**config.mk**
```make
export PLATFORM = sky130hd
export DESIGN_NAME = router_port_serializer
export DESIGN_NICKNAME = d
export VERILOG_FILES = /design/src/rtl/router_pkg.sv /design/src/rtl/port_shift_reg.sv /design/src/rtl/router_port_serializer.sv
export SDC_FILE = /design/constraint.sdc
export NUM_CORES = 1
export LEC_CHECK = 0
export CAP_MARGIN = 15
export CORE_MARGIN = 2
export CORE_UTILIZATION = 59
export CTS_BUF_LIST = sky130_fd_sc_hd__clkbuf_2
export DETAILED_ROUTE_END_ITERATION = 16
export DONT_BUFFER_PORTS = 1
export GPL_ROUTABILITY_DRIVEN = 0
export PLACE_DENSITY = 0.81
export SYNTH_ARGS = -nofsm -noshare
export SYNTH_HDL_FRONTEND = slang
export SYNTH_SLANG_ARGS = --single-unit
```
**constraint.sdc**
```tcl
create_clock -name clk -period 2.1 [get_ports clk]
set_input_delay 0.42 -clock clk [delete_from_list [all_inputs] [get_ports clk]]
set_output_delay 0.42 -clock clk [all_outputs]
set_load 0.02 [all_outputs]
```
**src/rtl/router_pkg.sv**
```systemverilog
`default_nettype none
// ============================================================================
// Module   : router_pkg
// Brief    : Shared types and default sizes for the router port serializer.
// Revision : 1.0 - initial release
// ============================================================================
package router_pkg;

    typedef enum logic [2:0] {
        IDLE = 3'd0,
        ADDR = 3'd1,
        PAD  = 3'd2,
        DATA = 3'd3,
        WAIT = 3'd4
    } ser_state_t;

    localparam int ROUTER_PORTS   = 16;
    localparam int ADDR_W         = 4;
    localparam int DATA_W         = 8;
    localparam int PAD_CYCLES_DEF = 5;

    // Counter width able to hold 0..limit-1, never narrower than one bit.
    function automatic int cnt_w(input int limit);
        return (limit > 1) ? $clog2(limit) : 1;
    endfunction

endpackage
`default_nettype wire

```
**src/rtl/port_shift_reg.sv**
```systemverilog
`default_nettype none
// ============================================================================
// Module   : port_shift_reg
// Brief    : Loadable LSB-first shift register; exposes the bit it will hold
//            at position 0 after the coming edge.
// Revision : 1.0 - initial release
// ============================================================================
module port_shift_reg #(
    parameter int WIDTH = 8
) (
    input  logic             clk,
    input  logic             reset_n,
    input  logic             load,
    input  logic             shift,
    input  logic [WIDTH-1:0] load_val,
    output logic             lsb_nxt
);

    logic [WIDTH-1:0] r_q;
    logic [WIDTH-1:0] w_q_nxt;

    always_comb begin
        w_q_nxt = r_q;
        if (load) begin
            w_q_nxt = load_val;
        end else if (shift) begin
            w_q_nxt = r_q >> 1;
        end
    end

    always_ff @(posedge clk or negedge reset_n) begin
        if (!reset_n) begin
            r_q <= '0;
        end else begin
            r_q <= w_q_nxt;
        end
    end

    // Lets the owner register din in the same edge that updates the shifter.
    assign lsb_nxt = w_q_nxt[0];

endmodule
`default_nettype wire

```
**src/rtl/router_port_serializer.sv**
```systemverilog
`default_nettype none
// ============================================================================
// Module   : router_port_serializer
// Brief    : Turns a valid/ready byte stream into one router input port's
//            frame_n / valid_n / din serial protocol.
// Revision : 1.0 - initial release
// ============================================================================
module router_port_serializer #(
    parameter int ADDR_W     = router_pkg::ADDR_W,
    parameter int DATA_W     = router_pkg::DATA_W,
    parameter int PAD_CYCLES = router_pkg::PAD_CYCLES_DEF
) (
    input  logic              clk,
    input  logic              reset_n,
    input  logic              s_valid,
    output logic              s_ready,
    input  logic [DATA_W-1:0] s_data,
    input  logic [ADDR_W-1:0] s_addr,
    input  logic              s_last,
    output logic              frame_n,
    output logic              valid_n,
    output logic              din,
    output logic              busy
);

    import router_pkg::*;

    localparam int C_AW   = cnt_w(ADDR_W);
    localparam int C_BW   = cnt_w(DATA_W);
    localparam int C_SR_W = (ADDR_W > DATA_W) ? ADDR_W : DATA_W;
    localparam logic [C_AW-1:0] C_ADDR_LAST = C_AW'(ADDR_W - 1);
    localparam logic [C_BW-1:0] C_BIT_LAST  = C_BW'(DATA_W - 1);

    ser_state_t        r_state;
    ser_state_t        w_state_nxt;
    logic [C_AW-1:0]   r_addr_cnt;
    logic [C_AW-1:0]   w_addr_nxt;
    logic [C_BW-1:0]   r_bit_cnt;
    logic [C_BW-1:0]   w_bit_nxt;
    logic [DATA_W-1:0] r_byte;
    logic              r_last;
    logic              w_last_nxt;
    logic              r_frame_n;
    logic              r_valid_n;
    logic              r_din;
    logic              w_accept;
    logic              w_byte_end;
    logic              w_byte_cap;
    logic              w_pad_done;
    logic              w_sr_load;
    logic              w_sr_shift;
    logic [C_SR_W-1:0] w_sr_val;
    logic              w_sr_lsb_nxt;

    assign w_byte_end = (r_state == DATA) && (r_bit_cnt == C_BIT_LAST);
    assign s_ready    = (r_state == IDLE) || (r_state == WAIT) || (w_byte_end && !r_last);
    assign w_accept   = s_valid && s_ready;
    assign w_byte_cap = (r_state == IDLE) && w_accept;
    assign busy       = (r_state != IDLE);
    assign frame_n    = r_frame_n;
    assign valid_n    = r_valid_n;
    assign din        = r_din;

    generate
        if (PAD_CYCLES > 0) begin : g_pad
            localparam int C_PW = cnt_w(PAD_CYCLES);
            logic [C_PW-1:0] r_pad_cnt;

            always_ff @(posedge clk or negedge reset_n) begin
                if (!reset_n) begin
                    r_pad_cnt <= '0;
                end else if ((r_state == PAD) && !w_pad_done) begin
                    r_pad_cnt <= r_pad_cnt + 1'b1;
                end else begin
                    r_pad_cnt <= '0;
                end
            end

            assign w_pad_done = (r_pad_cnt == C_PW'(PAD_CYCLES - 1));
        end else begin : g_no_pad
            assign w_pad_done = 1'b1;
        end
    endgenerate

    // The shifter first carries the zero-extended address, then each byte.
    port_shift_reg #(
        .WIDTH (C_SR_W)
    ) u_shift (
        .clk      (clk),
        .reset_n  (reset_n),
        .load     (w_sr_load),
        .shift    (w_sr_shift),
        .load_val (w_sr_val),
        .lsb_nxt  (w_sr_lsb_nxt)
    );

    always_comb begin
        w_state_nxt = r_state;
        w_addr_nxt  = r_addr_cnt;
        w_bit_nxt   = r_bit_cnt;
        w_last_nxt  = r_last;
        w_sr_load   = 1'b0;
        w_sr_shift  = 1'b0;
        w_sr_val    = C_SR_W'(r_byte);
        case (r_state)
            IDLE: begin
                if (w_accept) begin
                    w_state_nxt = ADDR;
                    w_addr_nxt  = '0;
                    w_last_nxt  = s_last;
                    w_sr_load   = 1'b1;
                    w_sr_val    = C_SR_W'(s_addr);
                end
            end
            ADDR: begin
                if (r_addr_cnt == C_ADDR_LAST) begin
                    if (PAD_CYCLES == 0) begin
                        w_state_nxt = DATA;
                        w_bit_nxt   = '0;
                        w_sr_load   = 1'b1;
                    end else begin
                        w_state_nxt = PAD;
                    end
                end else begin
                    w_addr_nxt = r_addr_cnt + 1'b1;
                    w_sr_shift = 1'b1;
                end
            end
            PAD: begin
                if (w_pad_done) begin
                    w_state_nxt = DATA;
                    w_bit_nxt   = '0;
                    w_sr_load   = 1'b1;
                end
            end
            DATA: begin
                if (w_byte_end) begin
                    if (r_last) begin
                        w_state_nxt = IDLE;
                    end else if (w_accept) begin
                        w_bit_nxt  = '0;
                        w_last_nxt = s_last;
                        w_sr_load  = 1'b1;
                        w_sr_val   = C_SR_W'(s_data);
                    end else begin
                        w_state_nxt = WAIT;
                    end
                end else begin
                    w_bit_nxt  = r_bit_cnt + 1'b1;
                    w_sr_shift = 1'b1;
                end
            end
            WAIT: begin
                if (w_accept) begin
                    w_state_nxt = DATA;
                    w_bit_nxt   = '0;
                    w_last_nxt  = s_last;
                    w_sr_load   = 1'b1;
                    w_sr_val    = C_SR_W'(s_data);
                end
            end
            default: begin
                w_state_nxt = IDLE;
            end
        endcase
    end

    always_ff @(posedge clk or negedge reset_n) begin
        if (!reset_n) begin
            r_state    <= IDLE;
            r_addr_cnt <= '0;
            r_bit_cnt  <= '0;
            r_byte     <= '0;
            r_last     <= 1'b0;
            r_frame_n  <= 1'b1;
            r_valid_n  <= 1'b1;
            r_din      <= 1'b0;
        end else begin
            r_state    <= w_state_nxt;
            r_addr_cnt <= w_addr_nxt;
            r_bit_cnt  <= w_bit_nxt;
            r_last     <= w_last_nxt;
            if (w_byte_cap) begin
                r_byte <= s_data;
            end
            // frame_n lifts already during the final bit of the last byte.
            r_frame_n <= (w_state_nxt == IDLE) ||
                         ((w_state_nxt == DATA) && (w_bit_nxt == C_BIT_LAST) && w_last_nxt);
            r_valid_n <= (w_state_nxt != DATA);
            case (w_state_nxt)
                ADDR, DATA: r_din <= w_sr_lsb_nxt;
                PAD:        r_din <= 1'b1;
                default:    r_din <= 1'b0;
            endcase
        end
    end

endmodule
`default_nettype wire

```
; ---- Word-level counts from Yosys, hierarchy flattened
; Cells that the tools add are included.
[word_totals]
regBits = 31
input_bits = 16
out_inout_bits = 5
wordCells = 86
[op_classes]
n_addsub = 3
n_eq_ne = 14
n_mux = 38
reduce_logical = 20
[ops]
columns = operator, count
row1 = $mux 8, 6
row2 = $mux 3, 12
row3 = $pmux 8 s3, 1
row4 = $pmux 3 s5, 1
row5 = $eq 3x2->1 const B, 4
row6 = $eq 3x3->1 const B, 4
row7 = $mux 1, 10
row8 = $pmux 3 s3, 1
row9 = $logic_and 1x1->1, 7
row10 = $add 3x1->3 const B, 2
row11 = $eq 3x1->1 const B, 2
row12 = $logic_not 3->1, 2
row13 = $pmux 1 s2, 3
row14 = $mux 2, 2
row15 = $ne 2x2->1 const B, 2
row16 = $pmux 2 s2, 1
row17 = $reduce_bool 2->1, 2
row18 = $reduce_or 2->1, 2
row19 = $logic_or 1x1->1, 3
row20 = $ne 3x2->1 const B, 1
row21 = $pmux 1 s3, 1
row22 = $reduce_and 3->1, 1
row23 = $reduce_bool 3->1, 1
row24 = $add 2x1->2 const B, 1
row25 = 2 further kinds, 3

; ---- Longest topological paths before layout
[depth]
word_depth = 13
depth_mapped = 7
mapped_depth_nobuf = 7

; ---- Cells and area by module
; A second synthesis with hierarchy kept.
[hier_totals]
hier_cells = 169
area_unflattened_um2 = 1769.2
[modules_own_cells]
columns = module, instances, cells_each, area_each_um2, seq_area_each_um2
row1 = router_port_serializer, 1, 135, 1392.6, 578.1
row2 = port_shift_reg, 1, 34, 376.6, 200.2

; ---- Worst setup path after synthesis
; No wires, ideal clock.
[synth_timing]
kind = reg-to-reg
startpoint = reg r_bit_cnt[0]
endpoint = reg r_din, in the netlist din
setup_time_ns = 0.119
arrival_time_ns = 1.871
required_ns = 1.981
slack_ns = 0.110
path_stages_with_launch = 8
n_path_buf = 0
synth_period_minus_slack_ns = 1.990
cell_sequence = dfrtp_1 ha_1 ha_1 mux2_2 o31a_1 a211oi_2 o32ai_4 o21a_1
[synth_via]
elab_cells_between_ends = 29
classes_between = eq/ne: 4 / mux: 20 / reduce/logical: 5
[synth_rtl]
columns = element, line
row1 = from (decl), router_port_serializer.sv:38  ; logic [C_BW-1:0] r_bit_cnt;
row2 = from (signal assigned), router_port_serializer.sv:181  ; r_bit_cnt <= w_bit_nxt;
row3 = $eq 3x3->1 *, router_port_serializer.sv:55  ; assign w_byte_end = (r_state == DATA) && (r_bit_cnt == C_BIT_LAST);
row4 = $logic_and 1x1->1 *, router_port_serializer.sv:55
row5 = $logic_and 1x1->1, router_port_serializer.sv:56  ; assign s_ready = (r_state == IDLE) || (r_state == WAIT) || (w_byte_end && !r_last);
row6 = $logic_or 1x1->1, router_port_serializer.sv:56
row7 = $logic_and 1x1->1, router_port_serializer.sv:57  ; assign w_accept = s_valid && s_ready;
row8 = $mux 8 or $mux 1 (tied branches), "router_port_serializer.sv:140, router_port_serializer.sv:154, router_port_serializer.sv:107"
row9 = $mux 8 or $mux 1 (tied branches), router_port_serializer.sv:138  ; if (r_last) begin
row10 = $mux 8 or $mux 1 (tied branches), router_port_serializer.sv:137  ; if (w_byte_end) begin
row11 = $pmux 8 s3 or $pmux 1 s3 (tied branches), router_port_serializer.sv:105  ; case (r_state)
row12 = $mux 8 *, port_shift_reg.sv:24  ; if (load) begin
row13 = via u_shift.lsb_nxt, port_shift_reg.sv:16  ; output logic lsb_nxt
row14 = $pmux 1 s2 *, router_port_serializer.sv:190  ; case (w_state_nxt)
row15 = to (signal assigned), router_port_serializer.sv:191  ; ADDR, DATA: r_din <= w_sr_lsb_nxt;
row16 = to (decl), router_port_serializer.sv:45  ; logic r_din;
; The timed path passes the listed nets; every way through them passes the cells marked *. The select of a mux whose other input is x is not followed.
; A chain may end at the register's enable or synchronous reset.

; ---- Worst setup path after layout
[layout_timing]
startpoint = reg r_bit_cnt[1]
endpoint = out s_ready
[layout_via]
elab_chain_cells = 4
[layout_lines]
columns = element, line
row1 = $eq 3x3->1, router_port_serializer.sv:55
row2 = $logic_and 1x1->1, router_port_serializer.sv:55
row3 = $logic_and 1x1->1, router_port_serializer.sv:56
row4 = $logic_or 1x1->1, router_port_serializer.sv:56
row5 = to (decl), router_port_serializer.sv:16  ; output logic s_ready,
; Every way passes these cells.

==> Flow_metrics.wiki <==
{| class="wikitable"
! Metric !! Value
|-
| Routed WL || 3.19 mm
|-
| Syn Inst Count || 134
|-
| Final antenna-violating net count || 0
|-
| WL met1 || 1.31 mm
|-
| Proportion of netlist area held by the largest area contributor || 45.3%
|-
| Wire length of the first global-routing pass || 5.37 mm
|-
| Via-to-Cell Ratio || 6.26
|-
| Type of the setup path with the least slack || flop to output port
|-
| Worst-case clock skew || 21.6 ps
|-
| Static Leakage || 0.822 nW
|-
| Layout cells sized above 1 || 34.4%
|-
| Area added between synthesis and finish || 12.5%
|-
| Number of enable flip-flop cells after synthesis || 0
|-
| Yosys warnings || 0
|-
| Setup-violating endpoint count in the final report || 0
|-
| Library cell with the largest summed area after synthesis || sky130_fd_sc_hd__dfrtp_1
|-
| Buffers & Inverters on Critical Path || 2
|-
| Number of DRC violations after detailed-routing iteration 0 || 57
|-
| Status || completed
|-
| First drt pass iteration count || 5
|-
| Longest individual stage delay on the worst path || 390 ps
|-
| Top FF cell, synth || sky130_fd_sc_hd__dfrtp_1
|-
| Input/output buffers || 0
|-
| Startpoint type of the worst setup path || flop
|-
| Max Used Layer || met4
|-
| Cell Chain, Critical Path || ha_2, ha_2, buf_4, nand4b_1, o22ai_1, buf_4
|-
| Vias in the first global route || 1195
|-
| Post-synthesis area per instance || 11.9 µm²
|-
| GRT Residual Overflow || 0
|-
| Transition time of the tightest slew-check pin || 405 ps
|-
| Max-capacitance violation count || 0
|-
| Die Area || 3140 µm²
|-
| Fraction of the cycle the final worst path needs || 96.9%
|-
| Count of vias placed by the detailed router || 1151
|-
| Post-synthesis cell type count || 45
|-
| Kind of cell adding the most delay to the critical path || flip-flops
|-
| Required time at the endpoint of the critical path || 1680 ps
|-
| Relative slew slack || 73.0%
|-
| Highest-count cells in the layout ignoring fill and taps || sky130_fd_sc_hd__dfrtp_1 (29), sky130_fd_sc_hd__buf_4 (14), sky130_fd_sc_hd__nand2_1 (12)
|-
| Largest fanout of any net on the critical path || 4
|-
| Clock latency of the later-clocked register in the worst-skew pair || 370 ps
|-
| Horizontal die dimension || 56.1 µm
|-
| Slowest stage cell, crit path || sky130_fd_sc_hd__dfrtp_1
|-
| Hold_ws || 167 ps
|-
| Total core area || 2520 µm²
|-
| Kind of path behind the tightest hold check || primary input to flop
|-
| Placed cell count || 170
|-
| Number of nets at the end of the flow || 174
|-
| WL per Instance || 17.3 µm
|-
| IO Count || 21
|-
| Most area-consuming cells after synthesis || sky130_fd_sc_hd__dfrtp_1 (45%), sky130_fd_sc_hd__mux2_2 (7.0%), sky130_fd_sc_hd__ha_1 (3.9%)
|-
| Maximum vdd drop || 969 µV
|-
| Depth of the CTS H-tree || 2
|-
| Most common cell after layout, fill and taps aside || sky130_fd_sc_hd__dfrtp_1
|-
| Wire length on met3 || 229 µm
|-
| Synth Register Bits || 31
|-
| Achievable frequency || 492 MHz
|-
| Number of standard-cell rows in the floorplan || 18
|-
| DR DRC count || 0
|-
| Post-route non-filler standard cell count || 184
|-
| Portion of the post-synthesis area used by sequential elements || 48.6%
|-
| Number of hold-slack violations in the final timing report || 0
|-
| Number of antenna violations at the first check in global routing || 0
|-
| Initial core utilization || 63.4%
|-
| Total count of max-transition violations in the final report || 0
|-
| Pin count of the biggest net entering global routing || 32
|-
| CTS tree || done
|-
| Total global-route track usage || 22.3%
|-
| DPL Wire Length || 2.23 mm
|-
| RSZ-0062 raised after global routing || true
|-
| Inserted Clock Buffers || 5
|-
| Power density over cell area || 1350 nW/µm²
|-
| Vertical die dimension || 56.1 µm
|-
| CTS max path bufs || 2
|-
| Arrival time worst endpoint || 1610 ps
|-
| Routed length on met2 || 1.60 mm
|-
| Diode count || 0
|-
| Post-route minimum period || 2030 ps
|-
| Fraction of registers with async set/reset || 100%
|-
| Clock slew at reported path FFs || 150 ps
|-
| Sink Count || 31
|-
| Total standard cell area after synthesis || 1600 µm²
|-
| Post-Syn Nets || 155
|-
| Clock Tree Root || sky130_fd_sc_hd__clkbuf_2
|-
| Critical path capture point type || output port
|}
-- synth_stat cells, types with 3 or more instances --
| master | number |
|---|---|
| sky130_fd_sc_hd__ha_1 | 5 |
| sky130_fd_sc_hd__a22o_1 | 5 |
| sky130_fd_sc_hd__o21ai_0 | 3 |
| sky130_fd_sc_hd__nand2_1 | 12 |
| sky130_fd_sc_hd__mux2_2 | 10 |
| sky130_fd_sc_hd__dfrtp_1 | 29 |
| sky130_fd_sc_hd__a21oi_1 | 4 |
| sky130_fd_sc_hd__nor2_1 | 6 |
| sky130_fd_sc_hd__buf_4 | 4 |
| sky130_fd_sc_hd__a222oi_1 | 6 |
| sky130_fd_sc_hd__inv_1 | 6 |
-- stage by stage --
step	util [%]	total power, mW	instance area, µm²	setup slack (ps)	setup TNS, ps
after CTS	70.0	2.38	1770	22.6	0
after global placement	66.7	2.01	1680	129	0
final	71.4	2.43	1800	65.9	0
after global routing	71.4	2.61	1800	-35.3	-35.3
after detailed placement	66.7	2.07	1680	89.7	0
after floorplan	-	1.78	1600	110	0
-- registers in the layout, indices dropped and copies added (netlist names), 2 cells and up --
name             count
r_state              3
u_shift.r_q          8
r_addr_cnt           2
r_bit_cnt            3
r_byte               8
g_pad.r_pad_cnt      3
-- kinds of logic after synthesis --
kind of cell | count (synthesis) | share of synthesized area [%]
buf+inv | 12 | 3.75
fa+ha+maj | 5 | 3.91
mux | 12 | 8.60
flops | 31 | 48.6
compound gates | 32 | 17.7
simple gates | 42 | 17.4
-- routing by layer --
metal | up-vias | GRT usage (%)
li1 | 546 | -
met3 | 6 | 7.21
met2 | 38 | 39.2
met1 | 561 | 25.7
met4 | 0 | 7.14
met5 | - | 0
-- worst reg2reg max path: cells and delay by family, from the launching register on --
family | cells | cell delay, ps
compound gates | 2 | 750
flops | 1 | 450
fa+ha+maj | 1 | 250
simple gates | 2 | 250
buf+inv | 1 | 170
-- layout make-up --
cell class | instances | area, µm²
multi-input combinational | 91 | 782
fill | 182 | 722
inverter | 8 | 30.0
sequential | 31 | 778
clock inverter | 2 | 7.51
timing repair buffer | 16 | 135
clock buffer | 6 | 30.0
tap | 30 | 37.5
-- power by group --
group          leakage (nW)  total, mW  internal [mW]  switching, mW
Sequential            0.390       1.03          0.835          0.198
Clock                0.0281      0.281         0.0801          0.201
Combinational         0.404       1.12          0.570          0.548
-- repair_timing --
item / CTS / global route
gates resized for setup: 0 / 4
pin swaps: 1 / 1
hold buffers: 2 / 0
buffers inserted: 2 / 2
setup endpoints to repair: 1 / 4
endpoints found under the hold margin: 31 / 0
-- worst paths after layout --
path	start	to	slack, ps	cells past startpoint
min reg2reg	u_shift.r_q[3]	u_shift.r_q[2]	510	2
min in group asynchronous	reset_n	r_addr_cnt[0]	460	2
max in group asynchronous	reset_n	valid_n	1380	2
max	r_bit_cnt[1]	s_ready	70	6
max reg2reg	r_addr_cnt[0]	u_shift.r_q[4]	120	6
min	s_data[5]	u_shift.r_q[5]	170	2
Power figures use the tool's default switching activity.
